$ cat src/rtl/vec_lane_collector.sv
// Write-back collector: gathers per-lane element chunks into one VLEN-bit result and
// hands it to the vector register file over a valid/ready handshake.
//
// state     | meaning
// S_IDLE    | waiting for start; last result/mask/err retained
// S_COLLECT | merging chunks from active lanes into the result
// S_WB      | result presented, waiting for wb_ready
module vec_lane_collector #(
  parameter int VLEN       = 128,
  parameter int LANE_WIDTH = 5,
  parameter int MAX_LANES  = 4
) (
  input  logic                      clk,
  input  logic                      resetn,
  input  logic                      start,
  input  logic [2:0]                vsew,
  input  logic [1:0]                nb_lanes,
  input  logic [4:0]                vd_addr,
  input  logic [MAX_LANES-1:0]      lane_valid,
  input  logic [MAX_LANES-1:0]      lane_done,
  input  logic [MAX_LANES*VLEN-1:0] lane_vd,
  input  logic [MAX_LANES*10-1:0]   lane_idx,
  output logic                      busy,
  output logic                      wb_valid,
  input  logic                      wb_ready,
  output logic [VLEN-1:0]           wb_data,
  output logic [4:0]                wb_addr,
  output logic [VLEN/8-1:0]         wb_mask,
  output logic                      err
);

  localparam int NB = VLEN / 8;
  localparam int CNTW = $clog2(NB) + 2;
  localparam logic [2:0] MAXE = 3'(LANE_WIDTH - 3);
  localparam logic [11:0] VLEN_W = 12'(VLEN);

  typedef enum logic [1:0] {S_IDLE, S_COLLECT, S_WB} state_t;

  state_t state_q, state_n;

  logic [2:0]      sew_q;
  logic [1:0]      nbl_q;
  logic [CNTW-1:0] cnt_q;

  logic [2:0]           ecode;
  logic [11:0]          cw;
  logic [CNTW-1:0]      n_exp;
  logic [4:0]           act_cnt;
  logic [MAX_LANES-1:0] act_mask;

  logic [VLEN-1:0] data_n;
  logic [NB-1:0]   mask_n;
  logic            err_n;
  logic [CNTW-1:0] add;
  logic [CNTW:0]   cnt_sum;
  logic [CNTW-1:0] cnt_next;
  logic            any_valid;
  logic            all_done;
  logic            early;
  logic [11:0]     idx;

  // Chunk width is the element width capped at the lane datapath width; both are powers of 2.
  assign ecode   = (sew_q > MAXE) ? MAXE : sew_q;
  assign cw      = 12'd8 << ecode;
  assign n_exp   = CNTW'(NB) >> ecode;
  assign act_cnt = 5'd1 << nbl_q;

  always_comb begin
    for (int i = 0; i < MAX_LANES; i++) act_mask[i] = (5'(i) < act_cnt);
  end

  // Lanes are merged in ascending order so the highest lane wins a same-cycle collision.
  always_comb begin
    data_n    = wb_data;
    mask_n    = wb_mask;
    err_n     = err;
    add       = '0;
    any_valid = 1'b0;
    all_done  = 1'b1;
    idx       = '0;
    for (int i = 0; i < MAX_LANES; i++) begin
      if (act_mask[i]) begin
        if (!lane_done[i]) all_done = 1'b0;
        if (lane_valid[i]) begin
          any_valid = 1'b1;
          idx = {2'b00, lane_idx[i*10 +: 10]};
          if ((idx + cw > VLEN_W) || ((idx & (cw - 12'd1)) != 12'd0)) begin
            err_n = 1'b1;
          end else begin
            add = add + CNTW'(1);
            for (int b = 0; b < VLEN; b++) begin
              if (12'(b) >= idx && 12'(b) < idx + cw) data_n[b] = lane_vd[i*VLEN + b];
            end
            for (int k = 0; k < NB; k++) begin
              if (12'(k*8) >= idx && 12'(k*8) < idx + cw) begin
                if (mask_n[k]) err_n = 1'b1;
                mask_n[k] = 1'b1;
              end
            end
          end
        end
      end
    end
  end

  assign cnt_sum  = {1'b0, cnt_q} + {1'b0, add};
  assign cnt_next = cnt_sum[CNTW] ? '1 : cnt_sum[CNTW-1:0];

  always_ff @(posedge clk) begin
    if (!resetn) state_q <= S_IDLE;
    else         state_q <= state_n;
  end

  always_comb begin
    state_n = state_q;
    early   = 1'b0;
    case (state_q)
      S_IDLE:    if (start) state_n = S_COLLECT;
      S_COLLECT: begin
        if (cnt_next >= n_exp) begin
          state_n = S_WB;
        end else if (all_done && !any_valid) begin
          state_n = S_WB;
          early   = 1'b1;
        end
      end
      S_WB:      if (wb_ready) state_n = S_IDLE;
      default:   state_n = S_IDLE;
    endcase
  end

  always_ff @(posedge clk) begin
    if (!resetn) begin
      sew_q   <= '0;
      nbl_q   <= '0;
      cnt_q   <= '0;
      wb_data <= '0;
      wb_mask <= '0;
      wb_addr <= '0;
      err     <= 1'b0;
    end else begin
      case (state_q)
        S_IDLE: begin
          if (start) begin
            sew_q   <= vsew;
            nbl_q   <= nb_lanes;
            wb_addr <= vd_addr;
            cnt_q   <= '0;
            wb_data <= '0;
            wb_mask <= '0;
            err     <= 1'b0;
          end
        end
        S_COLLECT: begin
          wb_data <= data_n;
          wb_mask <= mask_n;
          cnt_q   <= cnt_next;
          err     <= err_n | early;
        end
        default: ;
      endcase
    end
  end

  assign busy     = (state_q != S_IDLE);
  assign wb_valid = (state_q == S_WB);

endmodule

$ cat config.mk
export PLATFORM = sky130hd
export DESIGN_NAME = vec_lane_collector
export DESIGN_NICKNAME = d
export VERILOG_FILES = /design/src/rtl/vec_lane_collector.sv
export SDC_FILE = /design/constraint.sdc
export NUM_CORES = 1
export LEC_CHECK = 0
export CAP_MARGIN = 15
export CELL_PAD_IN_SITES_DETAIL_PLACEMENT = 1
export CELL_PAD_IN_SITES_GLOBAL_PLACEMENT = 1
export CORE_AREA = 2 2 286 288
export DETAILED_ROUTE_END_ITERATION = 12
export DIE_AREA = 0 0 288 290
export GPL_TIMING_DRIVEN = 0
export PLACE_DENSITY_LB_ADDON = 0.1
export SYNTH_ARGS = -nofsm -noshare
export SYNTH_HDL_FRONTEND = slang
export SYNTH_SLANG_ARGS = --single-unit
$ cat constraint.sdc
create_clock -name clk -period 9.24 [get_ports clk]
set_clock_uncertainty 0.2 [all_clocks]
set_input_delay 1.848 -clock clk [delete_from_list [all_inputs] [get_ports clk]]
set_output_delay 1.848 -clock clk [all_outputs]
set_load 0.005 [all_outputs]
==> flow_summary_export.csv <==
group,metric,value,unit
placement,io_buffers,717,
setup_path,critPathKind,"primary input to flop",
status,status,"finished, final reports clean",
sta,fin_setup_tns,0,ps
pwr,ir_worst_vdd,0.0001510,V
die,coreArea,80160,um^2
synthesis,yosysWarnings,0,
setup_path,critPathMaxStageDelay,570,ps
route,routed_wl,124.7,mm
route,drt_first_pass_iters,7,
die,die_x,288,um
placement,gp_congestion,0.9412,
placement,dp_hpwl,104.9,mm
pwr,powerDensity,92.09,nW/um^2
global_route,grt_max_degree,21,
layout,n_fill_cell,9789,
clock_tree,hold_buffers,0,
sta,worst_pin_slew,1225,ps
layout,syn2layout_area_growth,56.71,%
die,dieArea,83520,um^2
setup_path,startpoint_type,"primary input",
global_route,overflow,0,
setup_path,worstPathArrival,9090,ps
die,core.rowCount,104,
route,routed-via-count,22310,
clock_tree,clock-sinks,163,
route,wire_per_inst,29.86,um
setup_path,r2r-start,"sew_q[1]",
sta,setup_viol,0,
clock_tree,cts_root_buf,"clkbuf_16",
global_route,grtUsageTotal,28.94,%
global_route,grt_pass1_wl,174.7,mm
synthesis,synth.area.top_cells,"dfxtp_1 (19%), mux2i_1 (12%), o21ai_0 (8.1%)",
setup_path,crit_buf_inv,3,
route,antenna_left,0,
clock_tree,clk_pin_slew,90,ps
setup_path,ff2ff_setup_slack,500,ps
global_route,first_global_vias,23430,
flow_run,maxCapViolCount,0,
synthesis,ys.flop_type,"dfxtp_1",
synthesis,synth.distinct_cells,108,
clock_tree,cts_buffers,17,
synthesis,avgSynthCellArea,7.230,um^2
synthesis,synth-seq-cells,163,
route,dr.first_iter.drc_count,1360,
global_route,antenna_found_initial,21,
sta,final.period_utilization,96.44,%
layout,final_nets,3715,
synthesis,yosysTopAreaCellShare,19.42,%
setup_path,critPathTopFamily,"adder cells",
setup_path,ff2ff_path_depth,31,
sta,rsz0062_at_grt,"false",
sta,slew_viol_final,0,
setup_path,r2r_end,"err",
worst_hold_path,holdPathEnd,"wb_data[65]",
setup_path,critPathLaunch,"lane_idx[13]",
setup_path,endpoint_kind,"flop",
setup_path,slowest_stage,"clkdlybuf4s50_1",
sta,fin_crit,8911,ps
die,initial_utilization,20.96,%
clock_tree,clock_latency,500,ps
setup_path,crit_top_cell,"ha_1",
placement,dpl.cell_count,4127,
route,route.detailed.drc,0,
worst_hold_path,hold_depth,2,
worst_hold_path,hp-class,"flop to flop",
synthesis,yosysTopAreaCell,"dfxtp_1",
synthesis,syn_area,16800,um^2
synthesis,synth_edf_count,0,
clock_tree,htree_levels,4,
clock_tree,cts_buffer_depth,2,
layout,fin_cells,4177,
worst_hold_path,hp-start,"wb_data[65]",
synthesis,seq_area_frac_synth,19.42,%
sta,timing.fmax,112.2,MHz
synthesis,syn_inst,2324,
sta,hold_viol,0,
sta,slew_headroom,18.18,%
die,io_pins,726,
synthesis,synthArstFlopShare,0,%
die,dieHeight,290,um
layout,drive_gt1_share,7.366,%
setup_path,crit_fanout,5,
pwr,p_leak,10.15,nW
clock_tree,cts_tree,"done",
setup_path,crit_required,9420,ps
route,vias_per_cell,5.341,
cell usage in the layout, fill, tap and decap left out, drive strengths merged, types with 14 or more instances in the layout:
cell,n
a211oi,34
a21boi,17
a21o,45
a21oi,171
a22o,20
a22oi,17
a31oi,17
and2,16
and3,21
buf,59
clkbuf,128
clkdlybuf4s50,714
conb,14
dfxtp,163
ha,40
inv,40
mux2,68
mux2i,203
nand2,328
nand2b,24
nand3,58
nand4,28
nor2,201
nor2b,18
nor3,54
nor4,23
o211ai,46
o21ai,282
o31ai,18
or3,20
stage by stage:
step	total power [mW]	cell area, um^2	utilization [%]	hold slack (ps)	setup WS [ps]
after floorplan	1.098	16850	-	231.5	947.1
after global placement	1.594	25350	31.63	250.7	-1274
after detailed placement	1.596	25520	31.83	262.8	-1443
after CTS	2.431	26220	32.71	272.6	51.97
after global routing	2.520	26330	32.85	290.0	19.23
final	2.425	26330	32.85	269.2	328.7
synthesized netlist by cell type, types with 12 or more instances:
master	number
o221ai_1	12
nand2_1	328
ha_1	40
a21o_1	45
and3_1	21
nand2b_1	24
o31ai_1	17
a21boi_0	16
o21ai_0	273
o211ai_1	44
a22oi_1	17
nand4_1	28
nor3_1	52
nor4_1	20
a31oi_1	17
and2_1	13
dfxtp_1	163
a211oi_1	31
mux2_2	66
or4_1	13
nand3_1	58
nor2b_1	18
mux2i_1	203
nor2_1	199
or3_1	20
a22o_1	20
buf_2	27
a21oi_1	169
inv_1	31
clkbuf_1	111
cell type report:
class | instances | area (um^2) | area share, %
Multi-Input combinational cell | 1995 | 12990 | 49.32
Timing Repair Buffer | 741 | 7377 | 28.02
Sequential cell | 163 | 3263 | 12.39
Tap cell | 1060 | 1326 | 5.037
Buffer | 146 | 613.1 | 2.328
Clock buffer | 17 | 425.4 | 1.616
Clock inverter | 15 | 196.4 | 0.7460
Inverter | 32 | 122.6 | 0.4657
Antenna cell | 8 | 20.02 | 0.07603
worst max-delay path by stage:
stage                      to  slack (ps)  depth (start not counted)
final                     err         330                         30
after detailed placement  err       -1440                         32
after global routing      err          20                         30
after global placement    err       -1270                         32
after CTS                 err          50                         32
after floorplan           err         950                         29
metal layers:
layer	vias up	track usage, %	routed length [um]
met4	18	7.229	2730
met5	-	0	106
met2	742	51.00	62110
met1	11180	35.72	52420
met3	128	5.668	7350
li1	10240	-	-
where the power goes:
part | total (mW) | internal, mW | switching (mW)
clock | 0.814 | 0.372 | 0.442
sequential | 0.712 | 0.707 | 0.00513
combinational | 0.899 | 0.370 | 0.529
kinds of logic (layout without fill, tap and decap cells):
family	after synthesis	in the layout	share of synthesized area, %
other cells	2	22	0.04470
simple gates	850	850	23.96
mux	271	271	16.65
fa+ha+maj	47	47	3.694
flops	163	163	19.42
compound gates	797	797	30.99
buf+inv	178	951	4.356
xor+xnor	16	16	0.8787
worst reg2reg max path, delay by kind of cell (launching register included):
kind                     cells  cell delay (ps)
flip-flops                   1              370
AO/OA/AOI/OAI               11             2020
adder cells (fa/ha/maj)      7             2330
AND/OR/NAND/NOR              9             2800
multiplexers                 1              190
buffers and inverters        3              720
state kept, by name, indices dropped and copies added (netlist names):
name     cells
err          1
sew_q        3
state_q      2
wb_data    128
nbl_q        2
wb_addr      5
cnt_q        6
wb_mask     16
timing repair:
action | CTS | global route
setup endpoints to repair | 1 | 1
buffers inserted | 3 | 5
hold endpoints to repair | 0 | 0
pin swaps | 3 | 4
gates resized for setup | 12 | 13
Power figures use the tool's default switching activity.
